**config.mk**
```make
export PLATFORM = sky130hd
export DESIGN_NAME = ov7670_config_ctrl_flat
export DESIGN_NICKNAME = d
export VERILOG_FILES = /design/src/rtl/ov7670_config_ctrl_if.sv /design/src/rtl/ov7670_config_ctrl.sv /design/src/flat_wrapper.sv
export SDC_FILE = /design/constraint.sdc
export NUM_CORES = 1
export LEC_CHECK = 0
export ABC_AREA = 1
export CORE_MARGIN = 10
export CORE_UTILIZATION = 50
export DETAILED_ROUTE_END_ITERATION = 6
export GPL_ROUTABILITY_DRIVEN = 0
export PLACE_DENSITY_LB_ADDON = 0.15
export SLEW_MARGIN = 10
export SYNTH_ARGS = -nofsm -noshare
export SYNTH_HDL_FRONTEND = slang
export SYNTH_SLANG_ARGS = --single-unit
```
**constraint.sdc**
```tcl
create_clock -name clk -period 2.1 [get_ports clk]
set_input_delay 0.42 -clock clk [delete_from_list [all_inputs] [get_ports clk]]
set_output_delay 0.42 -clock clk [all_outputs]
set_load 0.02 [all_outputs]
```
**src/rtl/ov7670_config_ctrl_if.sv**
```systemverilog
// SCCB write-request bus between the OV7670 configuration controller and the SCCB sender.
interface ov7670_config_ctrl_if;
   logic       sccb_send;
   logic       sccb_ready;
   logic [7:0] sccb_id;
   logic [7:0] sccb_addr;
   logic [7:0] sccb_data;

   modport master (
      output sccb_send,
      output sccb_id,
      output sccb_addr,
      output sccb_data,
      input  sccb_ready
   );

   modport slave (
      input  sccb_send,
      input  sccb_id,
      input  sccb_addr,
      input  sccb_data,
      output sccb_ready
   );
endinterface

```
**src/rtl/ov7670_config_ctrl.sv**
```systemverilog
// Walks the OV7670 register table and issues one SCCB write per entry.
// Entry 16'hFFF0 is a timed delay; 16'hFFFF ends the sequence.
module ov7670_config_ctrl #(
   parameter int unsigned DELAY_CYCLES = 500000,
   parameter logic [7:0]  SCCB_ID      = 8'h42
) (
   input  logic                clk,
   input  logic                reset,
   input  logic                start,
   input  logic [15:0]         command,
   input  logic                finished,
   output logic                resend,
   output logic                advance,
   output logic                busy,
   output logic                config_done,
   output logic [7:0]          write_count,
   ov7670_config_ctrl_if.master sccb
);

   localparam int unsigned CNT_W = $clog2(DELAY_CYCLES + 1);

   localparam logic [3:0] IDLE      = 4'd0;
   localparam logic [3:0] REWIND    = 4'd1;
   localparam logic [3:0] FETCH     = 4'd2;
   localparam logic [3:0] DECODE    = 4'd3;
   localparam logic [3:0] SEND      = 4'd4;
   localparam logic [3:0] WAIT_SCCB = 4'd5;
   localparam logic [3:0] DELAY     = 4'd6;
   localparam logic [3:0] ADVANCE   = 4'd7;
   localparam logic [3:0] DONE      = 4'd8;

   logic [3:0]       state_q, state_d;
   logic             step_q, step_d;
   logic [CNT_W-1:0] delay_cnt_q, delay_cnt_d;
   logic             resend_q, resend_d;
   logic             advance_q, advance_d;
   logic             send_q, send_d;
   logic             busy_q, busy_d;
   logic             done_q, done_d;
   logic [7:0]       addr_q, addr_d;
   logic [7:0]       data_q, data_d;
   logic [7:0]       wcount_q, wcount_d;
   logic             send_fire;

   // Next-state and registered-output logic; outputs follow the state being entered.
   always_comb begin
      state_d     = state_q;
      addr_d      = addr_q;
      data_d      = data_q;
      wcount_d    = wcount_q;
      send_fire   = 1'b0;

      case (state_q)
         IDLE, DONE: if (start) state_d = REWIND;
         REWIND:     state_d = FETCH;
         FETCH:      if (step_q) state_d = DECODE;
         DECODE: begin
            if (finished)                  state_d = DONE;
            else if (command == 16'hFFF0)  state_d = DELAY;
            else                           state_d = SEND;
         end
         SEND: begin
            if (sccb.sccb_ready) begin
               send_fire = 1'b1;
               state_d   = WAIT_SCCB;
            end
         end
         // the sender only drops ready one cycle after the request, so skip the first look
         WAIT_SCCB:  if (step_q && sccb.sccb_ready) state_d = ADVANCE;
         DELAY:      if (delay_cnt_q == CNT_W'(DELAY_CYCLES - 1)) state_d = ADVANCE;
         ADVANCE:    state_d = FETCH;
         default:    state_d = IDLE;
      endcase

      step_d      = (state_d == state_q);
      delay_cnt_d = (state_q == DELAY && state_d == DELAY) ? delay_cnt_q + CNT_W'(1) : '0;

      if (send_fire) begin
         addr_d = command[15:8];
         data_d = command[7:0];
      end

      if (state_d == REWIND)                   wcount_d = 8'd0;
      else if (send_fire && wcount_q != 8'hFF) wcount_d = wcount_q + 8'd1;

      resend_d  = (state_d == REWIND);
      advance_d = (state_d == ADVANCE);
      send_d    = send_fire;
      busy_d    = (state_d != IDLE) && (state_d != DONE);
      done_d    = (state_d == DONE);
   end

   always_ff @(posedge clk) begin
      if (reset) begin
         state_q     <= IDLE;
         step_q      <= 1'b0;
         delay_cnt_q <= '0;
         resend_q    <= 1'b0;
         advance_q   <= 1'b0;
         send_q      <= 1'b0;
         busy_q      <= 1'b0;
         done_q      <= 1'b0;
         addr_q      <= 8'd0;
         data_q      <= 8'd0;
         wcount_q    <= 8'd0;
      end else begin
         state_q     <= state_d;
         step_q      <= step_d;
         delay_cnt_q <= delay_cnt_d;
         resend_q    <= resend_d;
         advance_q   <= advance_d;
         send_q      <= send_d;
         busy_q      <= busy_d;
         done_q      <= done_d;
         addr_q      <= addr_d;
         data_q      <= data_d;
         wcount_q    <= wcount_d;
      end
   end

   assign resend         = resend_q;
   assign advance        = advance_q;
   assign busy           = busy_q;
   assign config_done    = done_q;
   assign write_count    = wcount_q;
   assign sccb.sccb_send = send_q;
   assign sccb.sccb_addr = addr_q;
   assign sccb.sccb_data = data_q;
   assign sccb.sccb_id   = SCCB_ID;

endmodule

```
**src/flat_wrapper.sv**
```systemverilog
// flat-port wrapper written by rule: the top's interface ports become plain ports
module ov7670_config_ctrl_flat 
#(
   parameter int unsigned DELAY_CYCLES = 500000,
   parameter logic [7:0]  SCCB_ID      = 8'h42
)
  (clk, reset, start, command, finished, resend, advance, busy, config_done, write_count, sccb_sccb_send, sccb_sccb_id, sccb_sccb_addr, sccb_sccb_data, sccb_sccb_ready);
  ov7670_config_ctrl_if sccb_i ();
  input  logic clk;
  input  logic reset;
  input  logic start;
  input  logic [15:0] command;
  input  logic finished;
  output logic resend;
  output logic advance;
  output logic busy;
  output logic config_done;
  output logic [7:0] write_count;
  output wire logic [$bits(sccb_i.sccb_send)-1:0] sccb_sccb_send;
  output wire logic [$bits(sccb_i.sccb_id)-1:0] sccb_sccb_id;
  output wire logic [$bits(sccb_i.sccb_addr)-1:0] sccb_sccb_addr;
  output wire logic [$bits(sccb_i.sccb_data)-1:0] sccb_sccb_data;
  input wire logic [$bits(sccb_i.sccb_ready)-1:0] sccb_sccb_ready;
  assign sccb_sccb_send = sccb_i.sccb_send;
  assign sccb_sccb_id = sccb_i.sccb_id;
  assign sccb_sccb_addr = sccb_i.sccb_addr;
  assign sccb_sccb_data = sccb_i.sccb_data;
  assign sccb_i.sccb_ready = sccb_sccb_ready;
  ov7670_config_ctrl #(.DELAY_CYCLES(DELAY_CYCLES), .SCCB_ID(SCCB_ID)) u_core (.clk(clk), .reset(reset), .start(start), .command(command), .finished(finished), .resend(resend), .advance(advance), .busy(busy), .config_done(config_done), .write_count(write_count), .sccb(sccb_i));
endmodule
```
# [After elaboration in Yosys (flattened, before gate mapping)]
# Index checks and enable logic that the tools add are counted.
[word_totals] ff_bits=53 input_bits=21 output_inout_bits=37 elab_cells=51
[classes] n_addsub=2 n_eq_ne=17 mux=10 bitwise_logic=1 reduce_logical=10
[op_table] operator="4-bit case mux with 7 select lines" count=1
[op_table] operator="4-bit by 3-bit equality test with 1-bit output, second input constant" count=6
[op_table] operator="4-bit 2-to-1 mux" count=6
[op_table] operator="19-bit by 1-bit adder with 19-bit output, second input constant" count=1
[op_table] operator="19-bit equality test, second input constant" count=1
[op_table] operator="16-bit equality test, second input constant" count=1
[op_table] operator="8-bit by 1-bit adder with 8-bit output, second input constant" count=1
[op_table] operator="4-bit by 1-bit equality test with 1-bit output, second input constant" count=2
[op_table] operator="4-bit by 2-bit equality test with 1-bit output, second input constant" count=2
[op_table] operator="4-bit equality test, second input constant" count=2
[op_table] operator="8-bit != test, second input constant" count=1
[op_table] operator="2-bit OR reduction" count=4
[op_table] operator="4-bit equality test" count=1
[op_table] operator="1-bit logical AND" count=4
[op_table] operator="4-bit logical NOT" count=1
[op_table] operator="4-bit != test, second input constant" count=1
[op_table] operator="4-bit nonzero test" count=1
[op_table] operator="1-bit 2-to-1 mux" count=2
[op_table] operator="2-bit 2-to-1 mux" count=1
[op_table] operator="1-bit NOT" count=1

# [Logic depth before layout (Yosys ltp)]
[depth] word_depth=8 mapped_depth=11 depth_no_buf=11

# [Least setup slack after synthesis]
# Ideal clock, no wire load.
[synth_path] path_type="flip-flop to flip-flop" startpoint="reg u_core.delay_cnt_q[0]" endpoint="reg u_core.delay_cnt_q[16]" arrival_ns=1.360 setup_slack_ns=0.620 stages_incl_launch_ff=12 synth_period_minus_slack_ns=1.480 cell_sequence="dfxtp_1 > ha_1 > nand2_1 > inv_1 > nand2_1 > nor2_1 > nand3_1 > nand2_2 > inv_2 > nand2_4 > buf_12 > nor2_4"
[synth_between] elab_chain_len=7
[synth_rtl] element="start, declared" line_no="ov7670_config_ctrl.sv:34" rtl="logic [CNT_W-1:0] delay_cnt_q, delay_cnt_d;"
[synth_rtl] element="start signal, assigned" line_no="ov7670_config_ctrl.sv:109" rtl="delay_cnt_q <= delay_cnt_d;"
[synth_rtl] element="19-bit equality test" line_no="ov7670_config_ctrl.sv:70" rtl="DELAY: if (delay_cnt_q == CNT_W'(DELAY_CYCLES - 1)) state_d = ADVANCE;"
[synth_rtl] element="4-bit 2-to-1 mux" line_no="ov7670_config_ctrl.sv:70"
[synth_rtl] element="4-bit case mux with 7 select lines" line_no="ov7670_config_ctrl.sv:53" rtl="case (state_q)"
[synth_rtl] element="4-bit by 3-bit equality test with 1-bit output" line_no="ov7670_config_ctrl.sv:76" rtl="delay_cnt_d = (state_q == DELAY && state_d == DELAY) ? delay_cnt_q + CNT_W'(1) : '0;"
[synth_rtl] element="1-bit logical AND" line_no="ov7670_config_ctrl.sv:76"
[synth_rtl] element="1-bit NOT (no source line)"
[synth_rtl] element="2-bit OR reduction (no source line)"
# Parallel ways exist; a longest one is shown, timed or not.
# A chain may end at the register's enable or synchronous reset.

# [Worst setup path after layout]
[layout_path] startpoint="reg u_core.wcount_q[2], in the netlist u_core.write_count[2]" endpoint="out write_count[2]"
[layout_rtl] element="start, declared" line_no="ov7670_config_ctrl.sv:42" rtl="logic [7:0] wcount_q, wcount_d;"
[layout_rtl] element="start signal, assigned" line_no="ov7670_config_ctrl.sv:117" rtl="wcount_q <= wcount_d;"
[layout_rtl] element="end, declared" line_no="flat_wrapper.sv:18" rtl="output logic [7:0] write_count;"
# No word-level cell between the ends.

==> results.sh <==
export IMPL_synth_most_common_cell="nor2_1"
export IMPL_n_antenna_cell=0
export IMPL_finalWirelength_um=5540
export IMPL_grt_max_degree=20
export IMPL_routed_via_density=4.88
export IMPL_clock_path_buffers=2
export IMPL_grt_overflow=0
export IMPL_die_h_um=91.6
export IMPL_cp_arrival_ns=1.43
export IMPL_first_pass_iters=4
export IMPL_insertion_delay_ns=0.29
export IMPL_hold_depth=1
export IMPL_drc_errors=0
export IMPL_rows=25
export IMPL_cts_root_buffer="clkbuf_8"
export IMPL_postCtsHoldBufs=0
export IMPL_yosysTopAreaCellShare=0.414
export IMPL_drtIter0Drc=53
export IMPL_tritoncts="yes"
export IMPL_pre_cts_ws_ns=0.259
export IMPL_slowest_stage="clkdlybuf4s50_1"
export IMPL_core_area_um2=4850
export IMPL_end_kind="output port"
export IMPL_fin_skew_ns=0.00745
export IMPL_required_ns=1.68
export IMPL_postCtsResizedCells=0
export IMPL_tns_ns=0
export IMPL_path_max_fanout=7
export IMPL_grt_use_total=0.134
export IMPL_drtAntennaViolNets=0
export IMPL_dp_hpwl_um=4270
export IMPL_ys_flop_type="dfxtp_1"
export IMPL_synth_cell_types=33
export IMPL_maxCapViolCount=0
export IMPL_fin_hold_ws_ns=0.471
export IMPL_async_flop_share=0
export IMPL_wl_per_cell_um=12.0
export IMPL_fin_crit_ns=1.85
export IMPL_finalSetupViolations=0
export IMPL_period_share=0.880
export IMPL_die_area_um2=8380
export IMPL_r2r_cells=10
export IMPL_port_buffers=49
export IMPL_cp_cell_sequence="clkdlybuf4s50_1"
export IMPL_cts_reportedPaths_clkPinSlew_ns=0.09
export IMPL_yosysTopAreaCell="dfxtp_1"
export IMPL_yosys_warnings=0
export IMPL_criticalPathCategory="register to output port"
export IMPL_vias=2250
export IMPL_setup_slack_ns=0.253
export IMPL_cpPeakStageDelay_ns=0.66
export IMPL_numCtsBuffers=5
export IMPL_cellPowerDensity_nw_per_um2=582
export IMPL_synth_seq_cells=53
export IMPL_avgSynthCellArea_um2=7.40
export IMPL_startpoint_type="register"
export IMPL_synth_area_um2=2560
export IMPL_antenna_found_initial=0
export IMPL_final_layout_size_suffix_gt1_frac=0.0990
export IMPL_finalHoldViolCount=0
export IMPL_max_freq_mhz=541
export IMPL_crit_buf_inv=1
export IMPL_synthTopCellsByCount="69 x nor2_1, 64 x nand2_1, 53 x dfxtp_1"
export IMPL_yosysSeqAreaShare=0.414
export IMPL_peakVddDrop_v=0.000412
export IMPL_hold_class="register to register"
export IMPL_grt_setup_unrepaired="false"
export IMPL_p_leak_nw=1.14
export IMPL_grt_pass1_wl_um=9560
export IMPL_slew_viol_final=0
export IMPL_cp_top_family="buffers and inverters"
export IMPL_io_pins=58
export IMPL_final_nets=417
export IMPL_fp_dieW_um=91.6
export IMPL_synth_edf_count=0
export IMPL_start_util=0.528
export IMPL_htreeDepth=2
export IMPL_clock_sinks=53
export IMPL_syn_to_final_growth_pct=22.5
export IMPL_path_depth=1
export IMPL_status="completed"
export IMPL_synthCells=346
export IMPL_cts_setup_buffers=0
export IMPL_ys_top_cells_by_area="dfxtp_1 41%, nor2_1 10%, nand2_1 9.4%, xor2_1 4.8%, nand3_1 3.3%"
export IMPL_grt_pass1_vias=2142
-- report_power, final --
group / switching [mW] / internal, mW
clock: 0.303 / 0.262
combinational: 0.123 / 0.0924
sequential: 0.0214 / 1.02
-- metrics by stage --
| step | instance area, um2 | cells | power (mW) | utilization |
|---|---|---|---|---|
| 6_report | 3140 | 461 | 1.83 | 0.647 |
| 5_1_grt | 3140 | 461 | 1.92 | 0.647 |
| 4_1_cts | 3140 | 461 | 1.85 | 0.647 |
| 3_5_place_dp | 3050 | 454 | 1.28 | 0.629 |
| 3_3_place_gp | 3050 | 454 | 1.28 | 0.629 |
| 2_1_floorplan | 2580 | 352 | 1.22 | - |
-- state kept, by name, summed over array words and instances (netlist names) --
| register | flops |
|---|---|
| u_core.delay_cnt_q | 19 |
| u_core.sccb.sccb_addr | 8 |
| u_core.sccb.sccb_data | 8 |
| u_core.write_count | 8 |
| u_core.state_q | 4 |
| u_core.advance | 1 |
| u_core.busy | 1 |
| u_core.config_done | 1 |
| u_core.resend | 1 |
| u_core.sccb.sccb_send | 1 |
| u_core.step_q | 1 |
-- layout make-up --
type	instances	area (um2)
fillers	445	1710
multi-input cells	257	1290
flip-flops and latches	53	1060
repair buffers	52	513
inverters	25	100
clock buffers	7	86.3
well taps	67	83.8
-- placed cells by master (no fill, tap or decap), types with 6 or more instances in the layout --
cell and count:
nor2_1 69, nand2_1 64, dfxtp_1 53, clkdlybuf4s50_1 49
inv_1 19, nand3_1 17, a21oi_1 16, o21ai_0 16
xor2_1 14, nand4_1 12, nor2_2 11, conb_1 8
clkbuf_8 6
-- worst register-to-register path, delay by kind of cell (launching register included) --
kind / cells / cell delay (ns)
adder cells (fa/ha/maj): 1 / 0.23
AND/OR/NAND/NOR: 7 / 0.84
buffers and inverters: 2 / 0.14
flip-flops: 1 / 0.38
-- cell families (layout without fill, tap and decap cells) --
kind of cell             after synthesis  count (layout)  share of synthesized area
XOR/XNOR                              18              18                     0.0616
adder cells (fa/ha/maj)                2               2                    0.00977
AO/OA/AOI/OAI                         35              35                     0.0714
AND/OR/NAND/NOR                      194             194                      0.350
flip-flops                            53              53                      0.414
buffers and inverters                 42              84                     0.0894
other                                  2               8                    0.00293
-- path summary, 6_finish.rpt --
kind                                      start                                end  slack, ns
max          u_core.write_count[2]$_SDFFE_PP0P_                     write_count[2]       0.25
min            u_core.delay_cnt_q[0]$_SDFF_PP0_   u_core.delay_cnt_q[0]$_SDFF_PP0_       0.47
max reg2reg    u_core.delay_cnt_q[0]$_SDFF_PP0_  u_core.delay_cnt_q[14]$_SDFF_PP0_       0.41
min reg2reg    u_core.delay_cnt_q[0]$_SDFF_PP0_   u_core.delay_cnt_q[0]$_SDFF_PP0_       0.47
-- layer usage --
metal / wire, um / vias to the layer above / global-route usage
met1: 2460 / 1019 / 0.152
met4: 75 / 0 / 0.0444
li1: - / 1180 / -
met3: 445 / 7 / 0.0584
met5: 0 / - / 0
met2: 2560 / 44 / 0.221
Note: power is estimated with default switching activity, not from simulation.
